<file path="config.mk">
export PLATFORM = sky130hd
export DESIGN_NAME = prom_nibble_loader_flat
export DESIGN_NICKNAME = d
export VERILOG_FILES = /design/src/rtl/prom_nibble_loader_if.sv /design/src/rtl/prom_nibble_loader.sv /design/src/flat_wrapper.sv
export SDC_FILE = /design/constraint.sdc
export NUM_CORES = 1
export LEC_CHECK = 0
export ABC_AREA = 1
export CAP_MARGIN = 20
export CORE_MARGIN = 3
export CORE_UTILIZATION = 45
export CTS_CLUSTER_SIZE = 8
export DETAILED_ROUTE_END_ITERATION = 8
export SLEW_MARGIN = 5
export SYNTH_ARGS = -nofsm -noshare
export SYNTH_HDL_FRONTEND = slang
export SYNTH_SLANG_ARGS = --single-unit
</file>
<file path="constraint.sdc">
create_clock -name clk -period 4.2 [get_ports clk]
set_input_delay 0.42 -clock clk [delete_from_list [all_inputs] [get_ports clk]]
set_output_delay 0.42 -clock clk [all_outputs]
set_load 0.02 [all_outputs]
</file>
<file path="src/rtl/prom_nibble_loader_if.sv">
// Download and read-port bundle for prom_nibble_loader.
// The loader is the slave: it consumes the download stream and the read
// request, and returns the registered read data.
interface prom_nibble_loader_if #(
  parameter int AW = 8,
  parameter int DW = 4
);
  logic          dn_download;
  logic          dn_wr;
  logic [24:0]   dn_addr;
  logic [7:0]    dn_data;
  logic [AW-1:0] rd_addr;
  logic          rd_cs;
  logic [DW-1:0] rd_data;

  modport master (
    output dn_download, dn_wr, dn_addr, dn_data, rd_addr, rd_cs,
    input  rd_data
  );

  modport slave (
    input  dn_download, dn_wr, dn_addr, dn_data, rd_addr, rd_cs,
    output rd_data
  );
endinterface

</file>
<file path="src/rtl/prom_nibble_loader.sv">
// prom_nibble_loader: captures a 2**AW x DW PROM image from the download
// stream (one byte per nibble) and serves it with one-cycle read latency.
// Reads return 0 while a load is running or no valid image is present.
// Optional feature macro PROM_CHECKSUM_EN adds an image checksum check
// (parameter EXP_SUM, output sum_ok) that also gates 'loaded'.
module prom_nibble_loader #(
  parameter int          AW        = 8,
  parameter logic [24:0] BASE_ADDR = 25'h0,
  parameter int          DW        = 4
`ifdef PROM_CHECKSUM_EN
  ,
  parameter logic [AW+DW-1:0] EXP_SUM = '0
`endif
) (
  input  logic                  clk,
  input  logic                  reset,
  prom_nibble_loader_if.slave   bus,
  output logic                  busy,
  output logic                  loaded,
  output logic                  load_err
`ifdef PROM_CHECKSUM_EN
  ,
  output logic                  sum_ok
`endif
);

  localparam logic [AW:0]  FULL = (AW+1)'(2**AW);
  localparam logic [25:0]  WIN  = 26'(2**AW);

  typedef enum logic [1:0] {IDLE, LOAD, DONE} state_t;

  state_t        state_q, state_d;
  logic          dn_prev_q;
  logic          start_pend_q;
  logic [AW:0]   count_q;
  logic [25:0]   offset;
  logic          in_window;
  logic          wr_en;
  logic [DW-1:0] nibble;
  logic          rise, fall, start;
  logic          image_ok;
  logic [DW-1:0] mem [2**AW];
  logic [DW-1:0] ram_rd_q;
  logic          blank_q;
  logic          unused_ok;
`ifdef PROM_CHECKSUM_EN
  logic [AW+DW-1:0] sum_q;
`endif

  assign unused_ok = &{1'b0, bus.dn_data[7:DW]};

  assign rise      = bus.dn_download & ~dn_prev_q;
  assign fall      = ~bus.dn_download & dn_prev_q;
  assign start     = rise | start_pend_q;
  assign offset    = {1'b0, bus.dn_addr} - {1'b0, BASE_ADDR};
  assign in_window = (bus.dn_addr >= BASE_ADDR) && (offset < WIN);
  assign wr_en     = (state_q == LOAD) && bus.dn_wr && in_window;
  assign nibble    = bus.dn_data[DW-1:0];
  assign busy      = (state_q == LOAD);

`ifdef PROM_CHECKSUM_EN
  assign image_ok = (count_q == FULL) && (sum_q == EXP_SUM);
`else
  assign image_ok = (count_q == FULL);
`endif

  // State register.
  always_ff @(posedge clk) begin
    if (reset) state_q <= IDLE;
    else       state_q <= state_d;
  end

  // Next state: start a session on a download rising edge, close it on the falling edge.
  always_comb begin
    state_d = state_q;
    case (state_q)
      IDLE:    if (start) state_d = LOAD;
      LOAD:    if (fall)  state_d = DONE;
      DONE:    state_d = IDLE;
      default: state_d = IDLE;
    endcase
  end

  // Edge detect, write counting and end-of-session verdict; reset samples dn_download so a held-high line does not start a session.
  always_ff @(posedge clk) begin
    dn_prev_q <= bus.dn_download;
    if (reset) begin
      start_pend_q <= 1'b0;
      count_q      <= '0;
      loaded       <= 1'b0;
      load_err     <= 1'b0;
`ifdef PROM_CHECKSUM_EN
      sum_q        <= '0;
      sum_ok       <= 1'b0;
`endif
    end else begin
      start_pend_q <= (state_q == DONE) && rise;
      case (state_q)
        IDLE: begin
          if (start) begin
            count_q  <= '0;
            loaded   <= 1'b0;
            load_err <= 1'b0;
`ifdef PROM_CHECKSUM_EN
            sum_q    <= '0;
`endif
          end
        end
        LOAD: begin
          if (wr_en) begin
            if (count_q != FULL) count_q <= count_q + 1'b1;
`ifdef PROM_CHECKSUM_EN
            sum_q <= sum_q + (AW+DW)'(nibble);
`endif
          end
        end
        DONE: begin
          loaded   <= image_ok;
          load_err <= ~image_ok;
`ifdef PROM_CHECKSUM_EN
          sum_ok   <= image_ok;
`endif
        end
        default: ;
      endcase
    end
  end

  // Image RAM: one synchronous write port, one synchronous read port.
  always_ff @(posedge clk) begin
    if (wr_en) mem[offset[AW-1:0]] <= nibble;
    if (bus.rd_cs) ram_rd_q <= mem[bus.rd_addr];
  end

  // Blanking flag captured alongside each read so the sequencer sees an empty PROM until a valid image exists.
  always_ff @(posedge clk) begin
    if (reset)          blank_q <= 1'b1;
    else if (bus.rd_cs) blank_q <= busy | ~loaded;
  end

  assign bus.rd_data = blank_q ? '0 : ram_rd_q;

endmodule

</file>
<file path="src/flat_wrapper.sv">
// flat-port wrapper written by rule: the top's interface ports become plain ports
module prom_nibble_loader_flat 
#(
  parameter int          AW        = 8,
  parameter logic [24:0] BASE_ADDR = 25'h0,
  parameter int          DW        = 4

)
  (clk, reset, busy, loaded, load_err, bus_dn_download, bus_dn_wr, bus_dn_addr, bus_dn_data, bus_rd_addr, bus_rd_cs, bus_rd_data);
  prom_nibble_loader_if #(.AW(AW), .DW(DW)) bus_i ();
  input  logic clk;
  input  logic reset;
  output logic busy;
  output logic loaded;
  output logic load_err;
  input wire logic [$bits(bus_i.dn_download)-1:0] bus_dn_download;
  input wire logic [$bits(bus_i.dn_wr)-1:0] bus_dn_wr;
  input wire logic [$bits(bus_i.dn_addr)-1:0] bus_dn_addr;
  input wire logic [$bits(bus_i.dn_data)-1:0] bus_dn_data;
  input wire logic [$bits(bus_i.rd_addr)-1:0] bus_rd_addr;
  input wire logic [$bits(bus_i.rd_cs)-1:0] bus_rd_cs;
  output wire logic [$bits(bus_i.rd_data)-1:0] bus_rd_data;
  assign bus_i.dn_download = bus_dn_download;
  assign bus_i.dn_wr = bus_dn_wr;
  assign bus_i.dn_addr = bus_dn_addr;
  assign bus_i.dn_data = bus_dn_data;
  assign bus_i.rd_addr = bus_rd_addr;
  assign bus_i.rd_cs = bus_rd_cs;
  assign bus_rd_data = bus_i.rd_data;
  prom_nibble_loader #(.AW(AW), .BASE_ADDR(BASE_ADDR), .DW(DW)) u_core (.clk(clk), .reset(reset), .bus(bus_i), .busy(busy), .loaded(loaded), .load_err(load_err));
endmodule
</file>
Word level (Yosys, flattened, before mapping)
Memories as Yosys holds them, arrays and structs flattened. A register that Yosys moved wholly into a read port is not among the register bits.
Index checks and enable logic that the tools add are counted.
W data, S select, Z words.
- memories kept: 1
- register bits: 16
- memory bits (writable): 1024
- output and inout port bits: 7
- word-level logic and storage cells: 50
- bits of input ports: 46
- multiplexer cells: 13
- bitwise gates (word level): 8
- reductions and logical operators: 10
- equality and inequality tests: 8
- add/subtract/negate cells: 1
- $lt $le $gt $ge: 2
- memory list (memory ; depth ; width ; read ports ; clocked after Yosys merged registers in ; wr ports ; line ; source):
    u_core.mem ; 256 ; 4 ; 1 ; 1 ; 1 ; prom_nibble_loader.sv:42 ; logic [DW-1:0] mem [2**AW];
- operators with widths (kind ; count):
    $mux W9 ; 3
    $ge A25 B1 Y1 const B ; 1
    $lt A25 B9 Y1 const B ; 1
    $pmux W9 S2 ; 1
    $add A9 B1 Y9 const B ; 1
    $eq A9 B9 Y1 const B ; 1
    $ne A9 B9 Y1 const B ; 1
    $ne A2 B2 Y1 const B ; 3
    $logic_and A1 B1 Y1 ; 4
    $mux W2 ; 2
    $mux W4 ; 1
    $not A1 Y1 ; 4
    $pmux W1 S2 ; 2
    $pmux W2 S2 ; 1
    $reduce_and A2 Y1 ; 2
    $reduce_and A4 Y1 ; 1
    $reduce_bool A2 Y1 ; 2
    $mux W1 ; 3
    $and A1 B1 Y1 ; 2
    $eq A2 B1 Y1 const B ; 1
    $eq A2 B2 Y1 const B ; 1
    $logic_not A2 Y1 ; 1
    $ne A2 B1 Y1 const B ; 1
    $or A1 B1 Y1 ; 2

Longest topological paths before layout
Gate-level depths: netlist of run 1.
- depth in word-level cells: 5
- depth in mapped cells: 14
- gate-level depth less buffers: 11

Worst setup path before layout of run 1
OpenSTA, ideal clock, no wires.
- kind: in2reg
- from: in bus_dn_addr[16]
- to: mem u_core.mem[242][0], enable pin
- library setup time: 0.329 ns
- cell stages on the path: 8
- buffers on the path: 1
- required time: 3.871 ns
- setup slack: 2.167 ns
- arrival: 1.704 ns
- cell sequence: nor4_1 nand3_1 nor2_2 nand2_1 nor2_2 nand2_2 buf_6 nor2_1
- word-level cells in the longest chain between the ends: 5
- elaborated cells between the ends (all ways): 6
- classes of those cells: order compare (2); mux (2); reduce/logical (2)
- RTL lines (element ; line ; source):
    start, declared ; flat_wrapper.sv:18 ; input wire logic [$bits(bus_i.dn_addr)-1:0] bus_dn_addr;
    $ge A25 B1 Y1 or $lt A25 B9 Y1 (tied branches) ; prom_nibble_loader.sv:56 ; assign in_window = (bus.dn_addr >= BASE_ADDR) && (offset < WIN);
    $logic_and A1 B1 Y1 (*) ; prom_nibble_loader.sv:56 ;
    $logic_and A1 B1 Y1 (*) ; prom_nibble_loader.sv:57 ; assign wr_en = (state_q == LOAD) && bus.dn_wr && in_window;
    $mux W1 (*) ; prom_nibble_loader.sv:131 ; if (wr_en) mem[offset[AW-1:0]] <= nibble;
    $mux W1 (not written as such) (*) ; prom_nibble_loader.sv:131 ;
    end, declared ; prom_nibble_loader.sv:42 ;
Mark *: on every way between the ends. The rest lies on a longest branch, timed or not.

Worst setup path in the final report of run 1
- from: reg u_core.state_q[0]
- to: mem u_core.mem[238][3], enable pin
- word-level cells in the longest chain between the ends: 5
- RTL lines (element ; line ; source):
    start, declared ; prom_nibble_loader.sv:32 ; state_t state_q, state_d;
    start signal, assigned ; prom_nibble_loader.sv:70 ; else state_q <= state_d;
    $eq A2 B1 Y1 ; prom_nibble_loader.sv:57 ;
    $logic_and A1 B1 Y1 (2 in series) ; prom_nibble_loader.sv:57 ;
    $mux W1 ; prom_nibble_loader.sv:131 ;
    $mux W1 (not written as such) ; prom_nibble_loader.sv:131 ;
No other way between the ends.

==> flow_summary.yaml, run 1 <==
outcome:
  status: "finished, final reports clean"
die:
  pin_count: 53
  die_w_um: 317
  coreArea_sq_mm: 0.0953
  die_area_sq_mm: 0.100
  die_h_um: 317
  num_rows: 113
  start_util_pct: 45.6
timing:
  max_freq_ghz: 0.356
  rsz0062_at_grt: "false"
  tightestPinTransition_ns: 1.10
  skew_ns: 0.0264
  slew_headroom_pct: 26.6
  worst_hold_slack_ns: 0.220
  maxSlewViolCount: 0
  setup_viol: 0
  period_needed_ns: 2.81
  fin_crit_sh_pct: 66.8
  final.setup.tns_ns: 0
  hold_viol_final: 0
critical_path:
  r2r_start: "u_core.state_q[0]"
  critPathKind: "reg2reg"
  cp_top_family: "simple AND/OR/NAND/NOR gates"
  worstPathRequired_ns: 4.57
  r2r_slack_ns: 1.39
  path_common_cell: "nor2_2"
  crit_buf_inv: 1
  startpoint_type: "flop"
  endpoint_kind: "flop"
  ff2ff_path_depth: 8
  max_stage_delay_ns: 0.44
  r2r_end: "u_core.mem[238][3]"
  cp_slowest_cell: "nor2_1"
  arrival_ns: 3.18
  crit_chain: "inv_1 > nor2_4 > nand4_1 > nor2_2 > nand2_1 > nor2_2 > nand2_2 > nor2_1"
  cp_max_fo: 16
cts:
  clkSinkCount: 1044
  cts_tree: "built"
  numCtsBuffers: 148
  cts_setup_buffers: 0
  cts_resized: 0
  hold_buffers: 0
  insertion_delay_ns: 0.73
  path_clk_slew_ns: 0.05
  h-tree-depth: 4
  cts_buffer_depth: 3
  cts_root_buffer: "clkbuf_16"
route:
  drcViolationCount: 0
  drtPass1Iterations: 5
  drt_wl_total_um: 111000
  wl_per_cell_um: 21.8
  final_antenna_net_count: 0
  vias: 28200
  viasPerCell: 5.53
  drt_iter0_markers: 2708
worst_hold_path:
  hold_path_end: "u_core.mem[148][2]"
  hold_path_class: "in2reg"
  min_path_cells: 1
  hp-start: "bus_dn_data[2]"
grt:
  grt_overflow: 0
  grt_max_degree: 228
  antenna_found_initial: 0
  grt_pass1_vias: 27600
  grtUsageTotal_pct: 22.3
  grt_pass1_wl_um: 167000
placement:
  port_buffers: 48
  gp_congestion: 0.786
  place_hpwl_um: 61700
  dp_cells: 4917
synthesis:
  yosys_warnings: 0
  netlist_top_cells_area: "edfxtp_1, nand3_1, nand2_1"
  synth_fp_nets: 3853
  synth_top_area_cell: "edfxtp_1"
  ys_types: 27
  netlist_instances: 3805
  syn_area_sq_mm: 0.0434
  yosysTopAreaCellShare_pct: 71.1
  ys_seq_area_share_pct: 71.8
  ys_seq_elements: 1044
  syn_area_per_cell_sq_um: 11.4
cells_and_area:
  syn_to_final_growth_pct: 12.3
  final_layout_size_suffix_gt1_share_pct: 6.69
  fin_cells: 5092
  antennaDiodeCount: 0
  nets: 3851
  final_common_cell: "nand2_1"
  layout_common_cells: "nand2_1, edfxtp_1, nand3_1"
pwr:
  vdd_ir_drop_max_uv: 349
  power_density_mw_per_mm2: 477
  totalPowerFinal_mw: 23.2
  total_leakage_power_nw: 16.8
job:
  max_cap_violations: 0
[worst max path at each step]
stage	startpoint	endpoint	slack (ns)	depth (start not counted)
2_1_floorplan	bus_dn_addr[16]	u_core.mem[242][0]	2.17	8
3_3_place_gp	bus_dn_addr[12]	u_core.mem[138][3]	0.77	8
3_5_place_dp	bus_dn_addr[16]	u_core.mem[238][3]	0.78	8
4_1_cts	u_core.state_q[0]	u_core.mem[238][3]	1.35	8
5_1_grt	u_core.state_q[0]	u_core.mem[225][0]	1.23	8
6_report	u_core.state_q[0]	u_core.mem[238][3]	1.39	8
[synth_stat cells]
master	n
a2111oi_0	1
a21oi_1	13
buf_1	21
buf_2	117
buf_4	44
buf_6	18
clkbuf_1	56
dfxtp_1	16
edfxtp_1	1028
ha_1	2
inv_1	37
inv_2	1
inv_4	1
nand2_1	1132
nand2_2	16
nand3_1	993
nand4_1	4
nor2_1	278
nor2_2	7
nor2_4	1
nor3_1	2
nor4_1	6
nor4b_1	1
o211ai_1	1
o21ai_0	4
xnor2_1	2
xor2_1	3
[where the power goes]
part	leakage, nW	switching [mW]	internal (mW)	total, mW
Clock	1.96	4.07	6.42	10.5
Sequential	9.37	0.00468	11.5	11.5
Combinational	5.52	0.944	0.325	1.27
Total	16.8	5.02	18.2	23.2
[cell families after synthesis]
| kind of cell | after synthesis | synth area share, % |
|---|---|---|
| simple gates | 2440 | 24.2 |
| flops | 1044 | 71.8 |
| buf+inv | 295 | 3.59 |
| compound gates | 19 | 0.233 |
| xor+xnor | 5 | 0.101 |
| fa+ha+maj | 2 | 0.0576 |
[registers in the layout (all words and copies together) (netlist names)]
signal               flops
u_core.blank_q           1
u_core.ram_rd_q          4
u_core.count_q           9
u_core.mem            1024
u_core.loaded            1
u_core.load_err          1
u_core.dn_prev_q         1
u_core.start_pend_q      1
u_core.state_q           2
[layout make-up]
| class | count | area, sq um |
|---|---|---|
| fillers | 8373 | 46600 |
| repair buffers | 104 | 1110 |
| clock buffers | 164 | 3880 |
| clock inverters | 10 | 126 |
| flip-flops and latches | 1044 | 31200 |
| multi-input cells | 2466 | 10700 |
| inverters | 39 | 173 |
| well taps | 1265 | 1580 |
[stage by stage]
stage	setup WS [ns]	area [sq um]	utilization, %
6_report	1.39	48700	51.1
3_5_place_dp	0.785	44700	46.9
3_3_place_gp	0.769	44700	46.9
5_1_grt	1.23	48700	51.1
2_1_floorplan	2.17	43400	-
4_1_cts	1.35	48700	51.1
[layer usage]
layer / up-vias / share of wire, % / GRT usage [%]
met5: - / 0 / 0
met4: 0 / 2.7 / 7.63
met3: 186 / 6.8 / 3.61
met2: 940 / 47 / 36.0
met1: 13700 / 43 / 31.0
li1: 13300 / - / -
Note: power is estimated with default switching activity, not from simulation.
==> inputs of run 2 (changes only) <==
clock period = 2.94 ns   (was 4.2 ns; I/O delays follow)
==> run 2 against run 1 <==
  * Global-route usage up 0.30 points
  * Largest cell class unchanged
  * Core utilization up 0.64 points
  * Sequential power up 43%
  * Setup slack worse by 0.90 ns
  * Clock-buffer cell count up 4
  * Highest routed layer unchanged
  * First-iteration DRC count up 13%
  * Non-clock buffer count up 49
  * Total power up 43%
==> flow_summary.yaml, run 2 (synthesis gave the netlist of run 1 again) <==
critical_path:
  r2r_start: "u_core.state_q[0]"
  ff2ff_path_depth: 9
  startpoint_type: "flop"
  endpoint_kind: "flop"
  arrival_ns: 2.83
  critPathKind: "reg2reg"
  r2r_slack_ns: 0.49
  r2r_end: "u_core.mem[95][1]"
  cp_max_fo: 16
  worstPathRequired_ns: 3.32
die:
  die_w_um: 317
  pin_count: 53
  die_area_sq_mm: 0.100
  num_rows: 113
  die_h_um: 317
  coreArea_sq_mm: 0.0953
  start_util_pct: 45.6
grt:
  grt_overflow: 0
  grt_pass1_vias: 28200
  antenna_found_initial: 3
  grtUsageTotal_pct: 22.6
  grt_pass1_wl_um: 169000
  grt_max_degree: 112
cts:
  h-tree-depth: 4
  cts_buffer_depth: 3
  hold_buffers: 2
  clkSinkCount: 1044
  cts_setup_buffers: 0
  numCtsBuffers: 148
  insertion_delay_ns: 0.74
  path_clk_slew_ns: 0.05
  cts_tree: "built"
  cts_root_buffer: "clkbuf_16"
  cts_resized: 0
timing:
  setup_viol: 0
  tightestPinTransition_ns: 0.989
  period_needed_ns: 2.45
  hold_viol_final: 0
  maxSlewViolCount: 0
  rsz0062_at_grt: "false"
  max_freq_ghz: 0.408
  fin_crit_sh_pct: 83.3
  slew_headroom_pct: 34.0
  skew_ns: 0.0215
  final.setup.tns_ns: 0
route:
  drcViolationCount: 0
  drtPass1Iterations: 6
  drt_iter0_markers: 3070
  drt_wl_total_um: 112000
  final_antenna_net_count: 0
  vias: 28500
  wl_per_cell_um: 21.8
  viasPerCell: 5.54
cells_and_area:
  syn_to_final_growth_pct: 13.7
  final_common_cell: "nand2_1"
  fillers: 8331
  largest_register_ffs: 1024
  final_layout_size_suffix_gt1_share_pct: 7.81
  fin_cells: 5147
  regArea_sq_mm: 0.0312
  stdcell_area_sq_mm: 0.0493
  nets: 3900
  multi_input_area_sq_mm: 0.0107
  layout_common_cells: "nand2_1, edfxtp_1, nand3_1"
worst_hold_path:
  hp-start: "bus_dn_download"
  hold_path_class: "in2reg"
  hold_path_end: "u_core.dn_prev_q"
  min_path_cells: 1
pwr:
  power_density_mw_per_mm2: 676
  total_leakage_power_nw: 17.2
  vdd_ir_drop_max_uv: 528
  totalPowerFinal_mw: 33.3
job:
  max_cap_violations: 0
outcome:
  status: "finished, final reports clean"
placement:
  placed_cell_area_sq_mm: 0.0453
  place_hpwl_um: 65900
  dp_cells: 4965
  gp_congestion: 0.804
  port_buffers: 48
==> run 2: changes by cell type in the layout (fill, tap and decap cells not counted), moves of 2 or more <==
cell,before,now
buf_12,14,34
buf_4,42,70
clkbuf_1,10,16
dlygate4sd3_1,0,2
==> run 2: cell type report <==
type                       instances  share of cell area (%)
antenna                            1                 0.00507
clock buffer                     168                    7.83
clock inverter                    11                   0.307
inverter                          39                   0.350
multi-input combinational       2466                    21.6
sequential                      1044                    63.2
tap                             1265                    3.21
timing repair buffer             153                    3.48
==> run 2: worst max path at each step <==
stage / from / to / cells after the start
floorplan: u_core.state_q[0] / u_core.mem[242][0] / 9
global placement: bus_dn_addr[16] / u_core.mem[216][2] / 9
detailed placement: bus_dn_addr[23] / u_core.mem[216][0] / 9
CTS: u_core.blank_q / bus_rd_data[2] / 2
global route: u_core.state_q[0] / u_core.mem[91][3] / 9
finish: u_core.state_q[0] / u_core.mem[95][1] / 9
==> run 2: stage by stage <==
step | worst slack [ns] | util, % | hold WS (ns)
after floorplan | 1.00 | - | 0.322
after global routing | 0.317 | 51.8 | 0.0808
after detailed placement | 0.0127 | 47.5 | 0.482
after global placement | 0.0299 | 47.5 | 0.474
final | 0.490 | 51.8 | 0.101
after CTS | 0.440 | 51.8 | 0.0548
==> run 2: critical path: stages (launching register included) <==
cell and delay [ns]:
dfxtp_1 0.32, inv_1 0.07, nor2_4 0.18, nand4_1 0.13
nor2_2 0.10, buf_4 0.15, nand2_1 0.10, nor2_2 0.25
nand2_2 0.34, nor2_1 0.43
==> run 2: power by group <==
group,switching (mW),total (mW),internal [mW],leakage [nW]
clock,5.85,15.1,9.21,1.96
combinational,1.37,1.88,0.512,5.84
sequential,0.00653,16.4,16.4,9.37
total,7.23,33.3,26.1,17.2
==> run 2: metal layers <==
layer	share of wire (%)	vias up	GRT usage, %
li1	-	13400	-
met1	42	13800	31.0
met2	47	1103	36.3
met3	7.9	188	4.32
met4	2.8	0	8.09
met5	0	-	0
